[src/rtl/uart_tx_if.sv]
`default_nettype none
// +----------------------------------------------------------------------------+
// | Module   : uart_tx_if                                                      |
// | Brief    : Request/status bundle between a UART transmitter and its user.  |
// | Revision : 1.0                                                             |
// +----------------------------------------------------------------------------+
interface uart_tx_if;
  logic       trmt;
  logic [7:0] tx_data;
  logic       TX;
  logic       tx_done;
  logic       busy;
  logic       full;

  modport master (
    output trmt,
    output tx_data,
    input  TX,
    input  tx_done,
    input  busy,
    input  full
  );

  modport slave (
    input  trmt,
    input  tx_data,
    output TX,
    output tx_done,
    output busy,
    output full
  );
endinterface
`default_nettype wire

[src/rtl/uart_tx.sv]
`default_nettype none
// +----------------------------------------------------------------------------+
// | Module   : uart_tx                                                         |
// | Brief    : 8N1 UART transmitter with a one-byte holding register.          |
// | Revision : 1.0                                                             |
// +----------------------------------------------------------------------------+
module uart_tx #(
  parameter int BAUD_DIV = 5208
) (
  input  logic     clk,
  input  logic     rst_n,
  uart_tx_if.slave bus
);

  localparam int              CNT_W       = $clog2(BAUD_DIV);
  localparam logic [CNT_W-1:0] C_BAUD_LAST = CNT_W'(BAUD_DIV - 1);
  localparam logic [3:0]      C_STOP_BIT  = 4'd9;

  localparam logic [0:0] IDLE     = 1'b0;
  localparam logic [0:0] TRANSMIT = 1'b1;

  logic [0:0]       r_state;
  logic [CNT_W-1:0] r_baud;
  logic [3:0]       r_bit_cnt;
  logic [9:0]       r_shift;
  logic [7:0]       r_hold;
  logic             r_full;
  logic             r_done;

  logic             w_shift;
  logic             w_end;

  assign w_shift = (r_state == TRANSMIT) && (r_baud == C_BAUD_LAST);
  assign w_end   = w_shift && (r_bit_cnt == C_STOP_BIT);

  always_ff @(posedge clk) begin
    if (!rst_n) begin
      r_state   <= IDLE;
      r_baud    <= '0;
      r_bit_cnt <= '0;
      r_shift   <= '1;
      r_hold    <= '0;
      r_full    <= 1'b0;
      r_done    <= 1'b0;
    end else if (r_state == IDLE) begin
      if (bus.trmt) begin
        r_state   <= TRANSMIT;
        r_shift   <= {1'b1, bus.tx_data, 1'b0};
        r_baud    <= '0;
        r_bit_cnt <= '0;
        r_done    <= 1'b0;
      end
    end else begin
      r_baud <= w_shift ? '0 : r_baud + 1'b1;
      if (w_end) begin
        r_bit_cnt <= '0;
        // The held byte has priority; a simultaneous request refills the holder.
        if (r_full) begin
          r_shift <= {1'b1, r_hold, 1'b0};
          r_full  <= bus.trmt;
          r_done  <= 1'b0;
          if (bus.trmt) begin
            r_hold <= bus.tx_data;
          end
        end else if (bus.trmt) begin
          r_shift <= {1'b1, bus.tx_data, 1'b0};
          r_done  <= 1'b0;
        end else begin
          r_state <= IDLE;
          r_shift <= '1;
          r_done  <= 1'b1;
        end
      end else begin
        if (w_shift) begin
          r_shift   <= {1'b1, r_shift[9:1]};
          r_bit_cnt <= r_bit_cnt + 4'd1;
        end
        if (bus.trmt && !r_full) begin
          r_hold <= bus.tx_data;
          r_full <= 1'b1;
        end
      end
    end
  end

  // The line bit is the low end of the shift register, so TX comes straight off a flop.
  assign bus.TX      = r_shift[0];
  assign bus.tx_done = r_done;
  assign bus.busy    = (r_state == TRANSMIT);
  assign bus.full    = r_full;

endmodule
`default_nettype wire

[src/flat_wrapper.sv]
// flat-port wrapper written by rule: the top's interface ports become plain ports
module uart_tx_flat 
#(
  parameter int BAUD_DIV = 5208
)
  (clk, rst_n, bus_trmt, bus_tx_data, bus_TX, bus_tx_done, bus_busy, bus_full);
  uart_tx_if bus_i ();
  input  logic clk;
  input  logic rst_n;
  input wire logic [$bits(bus_i.trmt)-1:0] bus_trmt;
  input wire logic [$bits(bus_i.tx_data)-1:0] bus_tx_data;
  output wire logic [$bits(bus_i.TX)-1:0] bus_TX;
  output wire logic [$bits(bus_i.tx_done)-1:0] bus_tx_done;
  output wire logic [$bits(bus_i.busy)-1:0] bus_busy;
  output wire logic [$bits(bus_i.full)-1:0] bus_full;
  assign bus_i.trmt = bus_trmt;
  assign bus_i.tx_data = bus_tx_data;
  assign bus_TX = bus_i.TX;
  assign bus_tx_done = bus_i.tx_done;
  assign bus_busy = bus_i.busy;
  assign bus_full = bus_i.full;
  uart_tx #(.BAUD_DIV(BAUD_DIV)) u_core (.clk(clk), .rst_n(rst_n), .bus(bus_i));
endmodule
[config.mk]
export PLATFORM = sky130hd
export DESIGN_NAME = uart_tx_flat
export DESIGN_NICKNAME = d
export VERILOG_FILES = /design/src/rtl/uart_tx_if.sv /design/src/rtl/uart_tx.sv /design/src/flat_wrapper.sv
export SDC_FILE = /design/constraint.sdc
export NUM_CORES = 1
export LEC_CHECK = 0
export ABC_AREA = 0
export CORE_MARGIN = 1
export CORE_UTILIZATION = 35
export DETAILED_ROUTE_END_ITERATION = 8
export PLACE_DENSITY = 0.56
export SLEW_MARGIN = 20
export SYNTH_ARGS = -nofsm -noshare
export SYNTH_HDL_FRONTEND = slang
export SYNTH_SLANG_ARGS = --single-unit
[constraint.sdc]
create_clock -name clk -period 3.6 [get_ports clk]
set_input_delay 0.72 -clock clk [delete_from_list [all_inputs] [get_ports clk]]
set_output_delay 0.72 -clock clk [all_outputs]
set_load 0.03 [all_outputs]
==> results_dict.tcl, run 1 <==
set metrics [dict create \
    outcome "completed" \
    path_max_fanout 9 \
    power_frac_clock_pct 35.0 \
    hold_violations 0 \
    async_flop_share_pct 0 \
    fin_nets 261 \
    synth_cells 237 \
    r2r_slack_ns 0.92 \
    antenna_cells 0 \
    gr-usage-all-layers_pct 16.9 \
    p_switching_uw 209 \
    synth.yosys.warnings 0 \
    cp.arrival_ns 2.91 \
    clock-sinks 37 \
    numPortBuffers 14 \
    setup_tns_ns 0 \
    initial_core_util_pct 36.5 \
    drc 0 \
    power_density_nw_per_um2 382 \
    slew-limit-headroom_pct 51.0 \
    dieHeight_um 75.2 \
    drive_above_1_share_pct 6.88 \
    first_iter_violations 88 \
    drt-total-wl_um 4370 \
    final_core_util_pct 42.1 \
    ant_nets 0 \
    fin_crit_sh_pct 74.5 \
    cts_buffer_depth 2 \
    grt_pass1_wl_um 7130 \
    hold_class "reg -> reg" \
    globalplace.congestion 0.815 \
    die_x_um 75.2 \
    dpl.hpwl_um 2940 \
    layout_min_cycle_time_ns 2.68 \
    yosys_register_bits 37 \
    avgSynthCellArea_um2 7.91 \
    drtPass1Iterations 6 \
    grt_max_degree 31 \
    synth_cell_types 45 \
    worstHoldEndpoint "u_core.r_hold[1]" \
    end_kind "flip-flop" \
    cts_htree_levels 2 \
    num-fill-cells 550 \
    start_kind "flip-flop" \
    dieArea_um2 5660 \
    wl_per_cell_um 13.8 \
    total_power_uw 827 \
    area_delta_synth_final_pct 15.3 \
    grt_pass1_vias 1444 \
    yosysSeqAreaShare_pct 39.5 \
    min_path_cells 2 \
    combPwrFrac_pct 12.1 \
    synth-main-ff-cell "dfxtp_1" \
    rsz0062_at_grt "false" \
    skew_ns 0.00744 \
    maxCapViolations 0 \
    crit_type "reg -> reg" \
    holdBufCountCts 0 \
    clkTransAtPathRegs_ns 0.07 \
    worst-r2r-cell-count 5 \
    cts_root_buffer "clkbuf_8" \
    swShare_pct 25.3 \
    postCtsSetupBuffers 0 \
    peakVddDrop_v 0.000257 \
    max_clock_freq_ghz 0.373 \
    leakage_uw 0.000768 \
    core_area_um2 5140 \
    insertion_delay_ns 0.29 \
    r2r_start "u_core.r_baud[6]" \
    rows 26 \
    slew_violations 0 \
    via_count 1663 \
    post_drt_via_cell_ratio 5.25 \
    synth_area_um2 1880 \
    ioPinCount 15 \
    overflow 0 \
    cts_tree "built" \
    p_seq_share_pct 52.9 \
    antenna_found_initial 0 \
    power.internal_uw 617 \
    r2r-end "u_core.r_bit_cnt[3]" \
    cts_buffers 5 \
    worst_pin_slew_ns 0.733 \
    synth_edf_count 0 \
    worstHoldStart "u_core.r_hold[1]" \
    required_ns 3.82 \
    cts_resized 0 \
    setup_viol 0 \
    syn_nets 251 \
]
[registers in the layout, summed over array words and instances, names as in the netlist]
register / count
u_core.r_shift: 9
u_core.bus.busy: 1
u_core.r_baud: 13
u_core.bus.full: 1
u_core.bus.tx_done: 1
u_core.r_bit_cnt: 4
u_core.r_hold: 8
[synth_stat cells (2+ instances only)]
cell	count	share of area, %
a21oi_1	14	3.7
nand3_1	13	3.5
inv_1	4	0.80
o31ai_1	2	0.80
nand3b_1	2	0.80
a211oi_1	2	0.80
nor3_1	4	1.1
o22ai_1	2	0.67
or3_1	2	0.67
or4_1	2	0.80
a31oi_1	2	0.67
nor2_1	30	6.0
ha_1	3	2.0
dfxtp_1	37	39
a311oi_1	5	2.3
buf_2	2	0.53
buf_1	2	0.40
nand2_1	42	8.4
mux2i_1	15	8.0
clkbuf_1	10	2.0
o211ai_1	9	3.6
nand4_1	2	0.67
o21ai_0	5	1.3
a41oi_1	2	0.93
nor2b_1	2	0.67
and3_1	3	1.0
[critical path, stage by stage, from the launching register on]
cell and delay, ns:
dfxtp_1 0.39, or4bb_1 0.57, or4_1 0.66, or3_4 0.44, or4_1 0.46, o21ai_1 0.09
[worst max-delay path by stage]
stage | startpoint | end | slack [ns]
after global placement | u_core.r_baud[10] | u_core.r_bit_cnt[3] | 1.0
after floorplan | u_core.r_baud[8] | u_core.r_bit_cnt[3] | 1.12
after global routing | u_core.r_baud[6] | u_core.r_bit_cnt[3] | 0.84
after CTS | u_core.r_baud[6] | u_core.r_bit_cnt[3] | 0.93
final | u_core.r_baud[6] | u_core.r_bit_cnt[3] | 0.92
after detailed placement | u_core.r_baud[6] | u_core.r_bit_cnt[3] | 0.96
[final cells by class]
cell class	count	area, µm²	area share (%)
multi-input cells	181	1070	49.3
flip-flops and latches	37	741	34.2
repair buffers	17	163	7.52
well taps	70	87.6	4.05
clock buffers	7	86.3	3.99
inverters	5	18.8	0.868
[power groups by stage]
stage               Sequential [µW]  Combinational, µW  Clock [µW]
finish                          437                100         289
global route                    439                112         318
CTS                             437                101         300
detailed placement              446                100           0
global placement                446                101           0
floorplan                       447               62.3           0
[metal layers]
| metal | up-vias | routed length [µm] | global-route usage [%] |
|---|---|---|---|
| met2 | 21 | 1840 | 23.3 |
| li1 | 862 | - | - |
| met3 | 7 | 115 | 4.02 |
| met5 | - | 0 | 0 |
| met1 | 773 | 2340 | 25.3 |
| met4 | 0 | 69 | 6.17 |
[layout by cell type (no fill, tap or decap), types with 2 or more instances in the layout]
cell type / instances
clkbuf_8: 6
nand3b_1: 2
nand4_1: 2
or3_1: 2
nor2b_1: 2
o211ai_1: 9
inv_1: 4
o31ai_1: 2
a41oi_1: 2
a211oi_1: 2
and3_1: 3
o22ai_1: 2
mux2i_1: 15
clkdlybuf4s50_1: 14
nand3_1: 13
a31oi_1: 2
o21ai_0: 5
ha_1: 3
nand2_1: 42
dfxtp_1: 37
buf_4: 3
nor2_1: 30
nor3_1: 4
a21oi_1: 14
or4_1: 2
a311oi_1: 5
[per-stage QoR]
stage          hold WS, ns  cell area (µm²)  std cells  setup slack [ns]
3_5_place_dp         0.450             2080        310             0.958
6_report             0.462             2160        317             0.917
3_3_place_gp         0.447             2080        310             0.996
4_1_cts              0.465             2160        317             0.930
5_1_grt              0.484             2160        317             0.845
2_1_floorplan        0.426             1880        237              1.12
[cell families after synthesis]
family	share of synthesized area (%)
AND/OR/NAND/NOR	29.2
AO/OA/AOI/OAI	16.9
flip-flops	39.5
buffers and inverters	3.94
multiplexers	8.01
adder cells (fa/ha/maj)	2.00
XOR/XNOR	0.467
Note: power is estimated with default switching activity, not from simulation.
==> run 2, diff against run 1 <==
Clock period 3.6 ns to 2.7 ns, I/O delays scaled along.
==> results_dict.tcl, run 2 (synthesis gave the netlist of run 1 again) <==
set metrics [dict create \
    worst-r2r-cell-count 5 \
    globalplace.congestion 0.764 \
    required_ns 2.93 \
    setup_tns_ns 0 \
    fin_crit_sh_pct 92.9 \
    r2r-end "u_core.r_bit_cnt[3]" \
    drive_above_1_share_pct 9.09 \
    use_met3_pct 3.35 \
    leakage_uw 0.000797 \
    cp.depth 5 \
    wl_per_cell_um 13.6 \
    worst_pin_slew_ns 0.716 \
    grt_pass1_vias 1516 \
    r2r_start "u_core.r_baud[10]" \
    critPathMaxStageDelay_ns 0.55 \
    path_buf_inv 0 \
    crit_start "u_core.r_baud[10]" \
    ant_nets 0 \
    skew_ns 0.00856 \
    maxCapViolations 0 \
    end_kind "flip-flop" \
    cts_buffers 5 \
    grt_use_met2_pct 26.8 \
    reg_top3 "u_core.r_baud x13, u_core.r_shift x9, u_core.r_hold x8" \
    cts_root_buffer "clkbuf_8" \
    worstPathCellList "or4b_4 -> or4_1 -> or3_4 -> or4_1 -> o21ai_1" \
    cts_resized 0 \
    antenna_cells 0 \
    core_area_um2 5140 \
    busiest_layer "met2" \
    dieArea_um2 5660 \
    postCtsSetupBuffers 0 \
    instances_no_fill 323 \
    grt_pass1_wl_um 7300 \
    first_iter_violations 65 \
    gr-usage-met1_pct 23.7 \
    final_common_cell "nand2_1" \
    hold_class "reg -> reg" \
    cp.arrival_ns 2.74 \
    via_count 1685 \
    regMostFlops "u_core.r_baud" \
    numPortBuffers 14 \
    fin_nets 267 \
    rsz0062_at_grt "false" \
    start_kind "flip-flop" \
    crit_type "reg -> reg" \
    crit_top_cell "or4_1" \
    clkTransAtPathRegs_ns 0.08 \
    ioPinCount 15 \
    largest_register_ffs 13 \
    die_x_um 75.2 \
    drtPass1Iterations 4 \
    dpl.hpwl_um 3010 \
    gr-usage-all-layers_pct 17.4 \
    area_delta_synth_final_pct 17.7 \
    outcome "completed" \
    drt-total-wl_um 4400 \
    slew_violations 0 \
    setup_viol 0 \
    cts_buffer_depth 2 \
    clock-sinks 37 \
    overflow 0 \
    dp_cells 316 \
    dieHeight_um 75.2 \
    hold_violations 0 \
    drc 0 \
    grt_max_degree 31 \
    power_density_nw_per_um2 506 \
    initial_core_util_pct 36.5 \
    cts_htree_levels 2 \
    insertion_delay_ns 0.29 \
    r2r_slack_ns 0.19 \
    layout_common_cells "nand2_1, dfxtp_1, nor2_1" \
    post_drt_via_cell_ratio 5.22 \
    path_max_fanout 6 \
    cts_tree "built" \
    holdBufCountCts 0 \
    slowest_stage "or4_1" \
    peakVddDrop_v 0.000277 \
    slew-limit-headroom_pct 51.8 \
    rows 26 \
    antenna_found_initial 0 \
    max_clock_freq_ghz 0.399 \
    endpoint "u_core.r_bit_cnt[3]" \
    cp_top_family "simple AND/OR/NAND/NOR gates" \
    layout_min_cycle_time_ns 2.51 \
]
==> run 2: cell types whose count changed in the layout (fill, tap and decap cells not counted) <==
cell,delta
buf_4,+6
==> run 2: layout make-up <==
cell class	count	area [µm²]
clock buffers	7	86.3
multi-input cells	181	1070
flip-flops and latches	37	741
inverters	5	18.8
repair buffers	23	208
well taps	70	87.6
fillers	549	2930
==> run 2: through the flow <==
| step | utilization (%) | cell area [µm²] | setup slack (ns) | power [µW] | hold WS, ns |
|---|---|---|---|---|---|
| 2_1_floorplan | - | 1880 | 0.220 | 679 | 0.426 |
| 3_3_place_gp | 41.3 | 2120 | 0.253 | 733 | 0.447 |
| 3_5_place_dp | 41.3 | 2120 | 0.209 | 733 | 0.448 |
| 4_1_cts | 43.0 | 2210 | 0.186 | 1130 | 0.459 |
| 5_1_grt | 43.0 | 2210 | 0.126 | 1170 | 0.487 |
| 6_report | 43.0 | 2210 | 0.192 | 1120 | 0.456 |
==> run 2: worst min-delay path by stage <==
stage | startpoint | cells past startpoint | to
after floorplan | u_core.r_baud[12] | 1 | u_core.r_baud[12]
after global placement | u_core.r_hold[3] | 2 | u_core.r_hold[3]
after detailed placement | u_core.r_hold[3] | 2 | u_core.r_hold[3]
after CTS | u_core.r_hold[3] | 2 | u_core.r_hold[3]
after global routing | u_core.r_hold[7] | 2 | u_core.r_hold[7]
final | u_core.r_hold[3] | 2 | u_core.r_hold[3]
==> run 2: worst register-to-register path, cell delays in order, from the launching register on <==
cell	delay, ns
dfxtp_1	0.42
or4b_4	0.53
or4_1	0.55
or3_4	0.40
or4_1	0.47
o21ai_1	0.08
==> run 2: layer usage <==
metal	wire, µm	vias up
met5	0	-
met3	162	5
met4	65	0
met2	1890	21
li1	-	870
met1	2290	789
==> run 2: where the power goes <==
part / total [µW] / switching, µW / internal (µW)
sequential: 579 / 13.0 / 566
clock: 397 / 194 / 203
combinational: 141 / 82.3 / 59.0
